<file path="src/rtl/pc_gen_if.sv">
// Fetch handshake between the PC generator (master) and the IFetcher (slave).
// fetch_kill flags that the fetch acked in the previous cycle was wrong-path.
interface pc_gen_if #(
    parameter int unsigned ADDR_WIDTH = 32
);
    logic                  fetch_req;
    logic [ADDR_WIDTH-1:0] fetch_addr;
    logic                  fetch_ack;
    logic                  fetch_kill;

    modport master (
        output fetch_req,
        output fetch_addr,
        output fetch_kill,
        input  fetch_ack
    );

    modport slave (
        input  fetch_req,
        input  fetch_addr,
        input  fetch_kill,
        output fetch_ack
    );
endinterface

</file>
<file path="src/rtl/pc_gen.sv">
// Program-counter generator: sequential increment, stall hold, redirect/trap vectoring,
// buffering of redirects that arrive while a fetch is outstanding.
//
//   state   | meaning
//   --------+-------------------------------------------------------------
//   ST_IDLE | no fetch outstanding; redirects/traps load pc directly
//   ST_REQ  | fetch_req high with fetch_addr=pc held until fetch_ack
module pc_gen #(
    parameter int unsigned           ADDR_WIDTH   = 32,
    parameter int unsigned           INST_BYTES   = 4,
    parameter logic [ADDR_WIDTH-1:0] RESET_VECTOR = '0,
    parameter logic [ADDR_WIDTH-1:0] TRAP_VECTOR  = ADDR_WIDTH'(32'h100)
) (
    input  logic                  clk,
    input  logic                  rst,
    input  logic                  pc_stall,
    input  logic                  redirect_valid,
    input  logic [ADDR_WIDTH-1:0] redirect_target,
    input  logic                  trap_valid,
    pc_gen_if.master              fetch,
    output logic                  misalign_err
);
    typedef enum logic {
        ST_IDLE = 1'b0,
        ST_REQ  = 1'b1
    } state_t;

    localparam logic [ADDR_WIDTH-1:0] LOW_MASK = ADDR_WIDTH'(INST_BYTES - 1);
    localparam logic [ADDR_WIDTH-1:0] PC_STEP  = ADDR_WIDTH'(INST_BYTES);

    state_t                state_q, state_d;
    logic [ADDR_WIDTH-1:0] pc_q, pc_d;
    logic                  pend_valid_q, pend_valid_d;
    logic                  pend_trap_q, pend_trap_d;
    logic [ADDR_WIDTH-1:0] pend_addr_q, pend_addr_d;
    logic                  kill_q, kill_d;
    logic                  misalign_q, misalign_d;

    logic [ADDR_WIDTH-1:0] tgt_aligned;
    logic                  tgt_misaligned;
    logic                  redirect_used;

    assign tgt_aligned    = redirect_target & ~LOW_MASK;
    assign tgt_misaligned = |(redirect_target & LOW_MASK);

    always_comb begin
        state_d       = state_q;
        pc_d          = pc_q;
        pend_valid_d  = pend_valid_q;
        pend_trap_d   = pend_trap_q;
        pend_addr_d   = pend_addr_q;
        kill_d        = 1'b0;
        redirect_used = 1'b0;

        if (state_q == ST_IDLE) begin
            if (trap_valid) begin
                pc_d = TRAP_VECTOR;
            end else if (redirect_valid) begin
                pc_d          = tgt_aligned;
                redirect_used = 1'b1;
            end
            if (!pc_stall) begin
                state_d = ST_REQ;
            end
        end else if (!fetch.fetch_ack) begin
            // A buffered trap must not be displaced by a later redirect.
            if (trap_valid) begin
                pend_valid_d = 1'b1;
                pend_trap_d  = 1'b1;
                pend_addr_d  = TRAP_VECTOR;
            end else if (redirect_valid && !pend_trap_q) begin
                pend_valid_d  = 1'b1;
                pend_addr_d   = tgt_aligned;
                redirect_used = 1'b1;
            end
        end else begin
            if (trap_valid) begin
                pc_d = TRAP_VECTOR;
            end else if (redirect_valid && !pend_trap_q) begin
                pc_d          = tgt_aligned;
                redirect_used = 1'b1;
            end else if (pend_valid_q) begin
                pc_d = pend_addr_q;
            end else begin
                pc_d = pc_q + PC_STEP;
            end
            kill_d       = trap_valid || redirect_valid || pend_valid_q;
            pend_valid_d = 1'b0;
            pend_trap_d  = 1'b0;
            state_d      = pc_stall ? ST_IDLE : ST_REQ;
        end

        misalign_d = redirect_used && tgt_misaligned;
    end

    always_ff @(posedge clk or posedge rst) begin
        if (rst) begin
            state_q      <= ST_IDLE;
            pc_q         <= RESET_VECTOR;
            pend_valid_q <= 1'b0;
            pend_trap_q  <= 1'b0;
            pend_addr_q  <= '0;
            kill_q       <= 1'b0;
            misalign_q   <= 1'b0;
        end else begin
            state_q      <= state_d;
            pc_q         <= pc_d;
            pend_valid_q <= pend_valid_d;
            pend_trap_q  <= pend_trap_d;
            pend_addr_q  <= pend_addr_d;
            kill_q       <= kill_d;
            misalign_q   <= misalign_d;
        end
    end

    assign fetch.fetch_req  = (state_q == ST_REQ);
    assign fetch.fetch_addr = pc_q;
    assign fetch.fetch_kill = kill_q;
    assign misalign_err     = misalign_q;
endmodule

</file>
<file path="src/flat_wrapper.sv">
// flat-port wrapper written by rule: the top's interface ports become plain ports
module pc_gen_flat 
#(
    parameter int unsigned           ADDR_WIDTH   = 32,
    parameter int unsigned           INST_BYTES   = 4,
    parameter logic [ADDR_WIDTH-1:0] RESET_VECTOR = '0,
    parameter logic [ADDR_WIDTH-1:0] TRAP_VECTOR  = ADDR_WIDTH'(32'h100)
)
  (clk, rst, pc_stall, redirect_valid, redirect_target, trap_valid, misalign_err, fetch_fetch_req, fetch_fetch_addr, fetch_fetch_kill, fetch_fetch_ack);
  pc_gen_if #(.ADDR_WIDTH(ADDR_WIDTH)) fetch_i ();
  input  logic clk;
  input  logic rst;
  input  logic pc_stall;
  input  logic redirect_valid;
  input  logic [ADDR_WIDTH-1:0] redirect_target;
  input  logic trap_valid;
  output logic misalign_err;
  output wire logic [$bits(fetch_i.fetch_req)-1:0] fetch_fetch_req;
  output wire logic [$bits(fetch_i.fetch_addr)-1:0] fetch_fetch_addr;
  output wire logic [$bits(fetch_i.fetch_kill)-1:0] fetch_fetch_kill;
  input wire logic [$bits(fetch_i.fetch_ack)-1:0] fetch_fetch_ack;
  assign fetch_fetch_req = fetch_i.fetch_req;
  assign fetch_fetch_addr = fetch_i.fetch_addr;
  assign fetch_fetch_kill = fetch_i.fetch_kill;
  assign fetch_i.fetch_ack = fetch_fetch_ack;
  pc_gen #(.ADDR_WIDTH(ADDR_WIDTH), .INST_BYTES(INST_BYTES), .RESET_VECTOR(RESET_VECTOR), .TRAP_VECTOR(TRAP_VECTOR)) u_core (.clk(clk), .rst(rst), .pc_stall(pc_stall), .redirect_valid(redirect_valid), .redirect_target(redirect_target), .trap_valid(trap_valid), .fetch(fetch_i), .misalign_err(misalign_err));
endmodule
</file>
<file path="config.mk">
export PLATFORM = sky130hd
export DESIGN_NAME = pc_gen_flat
export DESIGN_NICKNAME = d
export VERILOG_FILES = /design/src/rtl/pc_gen_if.sv /design/src/rtl/pc_gen.sv /design/src/flat_wrapper.sv
export SDC_FILE = /design/constraint.sdc
export NUM_CORES = 1
export LEC_CHECK = 0
export ABC_AREA = 1
export CAP_MARGIN = 10
export CORE_ASPECT_RATIO = 1.2
export CORE_MARGIN = 2
export CORE_UTILIZATION = 40
export CTS_CLUSTER_SIZE = 24
export DETAILED_ROUTE_END_ITERATION = 16
export PLACE_DENSITY = 0.72
export SETUP_SLACK_MARGIN = 0.4
export SYNTH_ARGS = -nofsm -noshare
export SYNTH_HDL_FRONTEND = slang
export SYNTH_SLANG_ARGS = --single-unit
</file>
<file path="constraint.sdc">
create_clock -name clk -period 2.2 [get_ports clk]
set_clock_uncertainty 0.1 [all_clocks]
set_input_delay 0.33 -clock clk [delete_from_list [all_inputs] [get_ports clk]]
set_output_delay 0.33 -clock clk [all_outputs]
set_load 0.01 [all_outputs]
</file>
==> results of run 1 <==
[cells by family (layout without fill, tap and decap cells)]
| logic type | count (synthesis) | count (layout) |
|---|---|---|
| and+or+nand+nor | 353 | 353 |
| AOI/OAI and AO/OA | 137 | 137 |
| buffers and inverters | 86 | 173 |
| DFF | 65 | 65 |
| xor gates and xnor gates | 3 | 3 |
| adders and majority gates | 1 | 1 |
| other | 1 | 2 |
[synth_stat cells, types with 2 or more instances]
library cell  count  share of area (%)
a21oi_1          55                6.5
a31oi_1          19                2.8
buf_2            10                1.2
buf_4             6                1.1
buf_6             2               0.53
clkbuf_1         12                1.1
dfrtp_1          65                 38
inv_1            46                4.1
inv_2             7               0.62
nand2_1         213                 19
nand3_1          47                5.5
nand4_1           5               0.73
nor2_1           75                6.6
nor2_2            7                1.0
nor2_4            2               0.53
o211ai_1          2               0.35
o21ai_0          35                4.1
o21ai_1          15                1.8
o21bai_1          4               0.71
o22ai_1           2               0.29
or2_2             2               0.29
xor2_1            2               0.41
[worst paths after layout]
| path | from | to | cells past startpoint |
|---|---|---|---|
| setup / recovery | u_core.fetch.fetch_addr[14]$_DFFE_PP0P_ | fetch_fetch_addr[14] | 1 |
| hold / removal | rst | u_core.pend_addr_q[14]$_DFFE_PP0P_ | 2 |
| setup reg to reg | u_core.fetch.fetch_addr[2]$_DFFE_PP0P_ | u_core.fetch.fetch_addr[20]$_DFFE_PP0P_ | 9 |
| hold reg to reg | u_core.pend_addr_q[24]$_DFFE_PP0P_ | u_core.pend_addr_q[24]$_DFFE_PP0P_ | 2 |
| max in group asynchronous | rst | u_core.fetch.fetch_addr[27]$_DFFE_PP0P_ | 3 |
| min in group clk | u_core.pend_addr_q[24]$_DFFE_PP0P_ | u_core.pend_addr_q[24]$_DFFE_PP0P_ | 2 |
[state kept, by name (all words and copies together), names as in the netlist]
name                     flops
u_core.pend_trap_q           1
u_core.pend_addr_q          30
u_core.fetch.fetch_req       1
u_core.fetch.fetch_kill      1
u_core.pend_valid_q          1
u_core.fetch.fetch_addr     30
u_core.misalign_err          1
[report_power, final]
group	internal (mW)	total, mW	switching, mW
clock	0.903	1.45	0.542
combinational	0.606	1.38	0.770
sequential	1.41	1.68	0.268
total	2.92	4.50	1.58
[final cells by class]
type | instances | area (um^2) | share of cell area, %
multi-input cells | 496 | 2412 | 42.00
flip-flops and latches | 65 | 1662 | 28.93
repair buffers | 102 | 992.2 | 17.28
clock buffers | 11 | 242.7 | 4.227
inverters | 55 | 217.7 | 3.791
well taps | 129 | 161.4 | 2.810
clock inverters | 5 | 55.05 | 0.9586
[layer usage]
layer  global-route usage [%]  vias to the layer above  part of all wire, %
met4                    11.05                        0                  3.2
met1                    35.24                     2201                   43
met3                    3.741                       34                  6.8
met2                    42.83                      217                   47
met5                        0                        -                    0
li1                         -                     2270                    -
[what timing repair did]
item | CTS | global route
hold buffers | 0 | 0
endpoints found under the setup margin | 60 | 32
resized for setup | 33 | 45
buffers inserted | 6 | 7
pin swaps | 4 | 9
==> metrics.md, run 1 <==
| Metric | Value |
|---|---|
| Status | finished clean |
| Synth Cell Area | 4257 um^2 |
| Compound-cell area share of the yosys netlist | 17.84% |
| Final Hold Vio Count | 0 |
| Post-route cell area | 5743 um^2 |
| Most frequent cells in the layout | nand2_1, clkdlybuf4s50_1, nor2_1, a21oi_1 |
| Layout Utilization | 54.88% |
| Post-synthesis mux area share | 0% |
| Post-synth top flop | dfrtp_1 |
| Die Area | 11490 um^2 |
| # diodes | 0 |
| Drt initial violations | 375 |
| Slew Viols, Final | 0 |
| Die H | 117.0 um |
| Finished Layout Cells | 863 |
| Routed wire length | 14550 um |
| Data required, critical path | 1770 ps |
| Power per Cell Area | 783.1 nW/um^2 |
| Initial core utilization | 40.67% |
| Total of max-cap violations | 0 |
| Buf/Inv on CP | 1 |
| Number of global-route vias before repair | 4552 |
| H-Tree Depth | 3 |
| DRC | 0 |
| Largest family of logic cells by synthesized area | simple AND/OR/NAND/NOR gates |
| DR pass1 iterations | 5 |
| Placement Setup Slack | 14.46 ps |
| Die width | 98.17 um |
| Placed cells | 834 |
| Core area | 10470 um^2 |
| Final setup fails | 0 |
| CTS clk-pin slew, worst paths | 50 ps |
| Row Count | 41 |
| CP Cell Sequence | clkdlybuf4s50_1 |
| Hold_ws | 114.5 ps |
| Yosys cell types | 35 |
| Mapped Cells | 646 |
| All-Layer GR Usage | 26.20% |
| CTS Buffer Depth | 2 |
| Reg2reg setup slack | 470 ps |
| Post-synthesis xor/xnor area fraction | 0.6173% |
| Asr flop ratio synth | 100.0% |
| Slowest stage cell on the critical path | clkdlybuf4s50_1 |
| RSZ-0062 raised after global routing | yes |
| # port buffers | 70 |
| IO Pins | 73 |
| Simple-gate area share of the yosys netlist | 34.13% |
| Critical Path AT | 1370 ps |
| Synthesis-to-finish area growth | 34.92% |
| Root Driver | clkbuf_16 |
| First-pass GRT wire length | 23650 um |
| Sequential area share after synthesis | 38.21% |
| Crit Path Category | reg -> out |
| VDD IR-drop max | 400.5 uV |
| HP Class | in -> async |
| CTS tree | done |
| Fmax | 556.4 MHz |
| Max incr delay on CP | 570 ps |
| Most common cell after layout, fill and taps aside | nand2_1 |
| Mean Syn Cell Area | 6.589 um^2 |
| Vias | 4722 |
| GRT overflow | 0 |
| Layout cell share with drive strength beyond 1 | 17.57% |
| # nets final | 768 |
| Crit-path max FO | 6 |
| Adder-Cell Fraction of Synth Area | 0.2939% |
| #FFs+latches synth | 65 |
| Smallest setup slack after layout | 402.8 ps |
| Leakage power | 2.599 nW |
| Worst-Skew Late Latency | 340 ps |
| Critical path startpoint category | register |
| Worst path top cell family by delay | buffers and inverters |
| Final ANT Viol Nets | 0 |
| Warnings, synthesis | 0 |
| Tcrit/Tclk final | 81.69% |
| Final Wtd Congestion | 0.9255 |
| Placed inst area | 5140 um^2 |
| Total power | 4.497 mW |
| Filler cell count | 1022 |
| CTS Sinks | 65 |
| Initial antenna violation count | 0 |
| Post-detail-place hpwl | 10270 um |
| Largest net degree at the start of global routing | 49 |
| Min Tclk post-route | 1797 ps |
| Post-synth EDFFs | 0 |
| Via-per-instance ratio | 5.472 |
| DR WL/cell | 16.86 um |
| Endpoint type of the worst setup path | primary output |
| CTS buffer count | 9 |
| TNS Setup | 0 ps |
(Power assumes the default switching activity.)
==> inputs of run 2 (changes only) <==
clock period = 1.8 ns   (was 2.2 ns; I/O delays follow)
==> run 2 against run 1 <==
Effect of this change: global-route usage up 2.5 points; design area up 22%; routed wire length up 21%; register-to-register slack worse by 420 ps; sequential power up 20%; hold slack better by 23 ps; sequential share of layout area down 5.3 points; clock power up 13%.
==> metrics.md, run 2 (same netlist as run 1, synthesis figures left out) <==
| Metric | Value |
|---|---|
| Status | finished clean |
| Setup crit start | u_core.fetch.fetch_addr[3]$_DFFE_PP0P_ |
| # port buffers | 70 |
| Slew Viols, Final | 0 |
| Layout cell share with drive strength beyond 1 | 39.68% |
| IO Pins | 73 |
| CTS buffer count | 9 |
| Final ANT Viol Nets | 0 |
| Crit Path Category | reg -> reg |
| Critical path startpoint category | register |
| RSZ-0062 raised after global routing | yes |
| # nets final | 853 |
| Die H | 117.0 um |
| CTS Hold Buffers Added | 0 |
| Leakage power | 3.279 nW |
| Layout Utilization | 66.89% |
| Final Hold Vio Count | 0 |
| Placed inst area | 5400 um^2 |
| Vias | 5412 |
| Data required, critical path | 1920 ps |
| HP Class | in -> async |
| Fmax | 571.6 MHz |
| Row Count | 41 |
| Final Wtd Congestion | 0.9693 |
| Initial antenna violation count | 0 |
| First-pass GRT wire length | 25740 um |
| Via-per-instance ratio | 5.709 |
| Min Tclk post-route | 1749 ps |
| # diodes | 0 |
| Synthesis-to-finish area growth | 64.46% |
| CTS tree | done |
| All-Layer GR Usage | 28.71% |
| Initial core utilization | 40.67% |
| GRT overflow | 0 |
| CTS Sinks | 65 |
| FF-to-FF Start | u_core.fetch.fetch_addr[3]$_DFFE_PP0P_ |
| Power per Cell Area | 876.0 nW/um^2 |
| VDD IR-drop max | 694.5 uV |
| DR WL/cell | 18.57 um |
| DRC | 0 |
| CTS Buffer Depth | 2 |
| Number of global-route vias before repair | 5043 |
| Root Driver | clkbuf_16 |
| CTS clk-pin slew, worst paths | 60 ps |
| DR pass1 iterations | 5 |
| H-Tree Depth | 3 |
| Tcrit/Tclk final | 97.19% |
| Crit-path max FO | 5 |
| TNS Setup | 0 ps |
| Total power | 6.133 mW |
| Final setup fails | 0 |
| Most common cell after layout, fill and taps aside | nand2_1 |
| Largest net degree at the start of global routing | 29 |
| Routed wire length | 17600 um |
| Critical Path AT | 1870 ps |
| Total of max-cap violations | 0 |
| Most frequent cells in the layout | nand2_1, buf_4, nor2_1, a21oi_1 |
| Drt initial violations | 587 |
| Worst-Skew Late Latency | 350 ps |
| Endpoint type of the worst setup path | register |
| Post-route cell area | 7000 um^2 |
| Post-detail-place hpwl | 10660 um |
| Core area | 10470 um^2 |
| Die Area | 11490 um^2 |
| Die width | 98.17 um |
==> run 2: changes by cell type in the layout (fill, tap and decap cells not counted), sizes merged, moves of 4 or more <==
cell           delta
clkdlybuf4s50    -31
clkdlybuf4s15     +5
dlymetal6s2s      -4
dlygate4sd2       +5
clkbuf           +12
buf             +100
==> run 2: final cells by class <==
type                            instances  area, um^2
Inverter                               55       237.7
Sequential cell                        65        1657
Fill cell                             797        3465
Multi-Input combinational cell        496        2828
Tap cell                              129       161.4
Clock inverter                          3       17.52
Timing Repair Buffer                  187        1849
Clock buffer                           13       250.2
==> run 2: path summary, 6_finish.rpt <==
check                                                          end  slack (ps)  depth (start not counted)
max                        u_core.fetch.fetch_addr[20]$_DFFE_PP0P_          50                         10
min                             u_core.pend_addr_q[23]$_DFFE_PP0P_         140                          2
max reg2reg                u_core.fetch.fetch_addr[20]$_DFFE_PP0P_          50                         10
min reg2reg                     u_core.pend_addr_q[18]$_DFFE_PP0P_         390                          2
max in group asynchronous  u_core.fetch.fetch_addr[22]$_DFFE_PP0P_         990                          3
min in group clk                     u_core.misalign_err$_DFF_PP0_         330                          3
==> run 2: timing repair <==
action,4_1_cts,5_1_grt
gates resized for setup,208,129
buffers inserted,58,11
pin swaps,26,35
setup endpoints to repair,95,88
cloned,3,5
==> run 2: worst max-delay path, stage by stage (launching register included) <==
cell	delay [ps]
dfrtp_2	440
ha_4	180
nand2_4	60
nor2_4	160
nand3_2	150
nor2_1	170
nand2_1	70
nand3_1	130
nand2_1	60
nand2_1	60
a21oi_1	60
==> run 2: per-stage QoR <==
stage	std cells	hold WS, ps	setup slack (ps)
after detailed placement	855	363.2	-187.9
after global placement	855	359.0	-184.3
after global routing	948	168.8	-67.15
after floorplan	647	245.5	222.2
final	948	137.9	50.63
after CTS	932	146.4	141.0
==> run 2: routing by layer <==
layer  global-route usage (%)  part of all wire [%]
met1                    35.26                    38
met2                    49.45                    48
met3                    4.097                   7.7
met4                    15.25                   5.6
met5                        0                     0
==> run 2: report_power, final <==
group	switching [mW]	internal, mW
sequential	0.306	1.72
clock	0.675	0.967
combinational	1.30	1.17
total	2.28	3.86
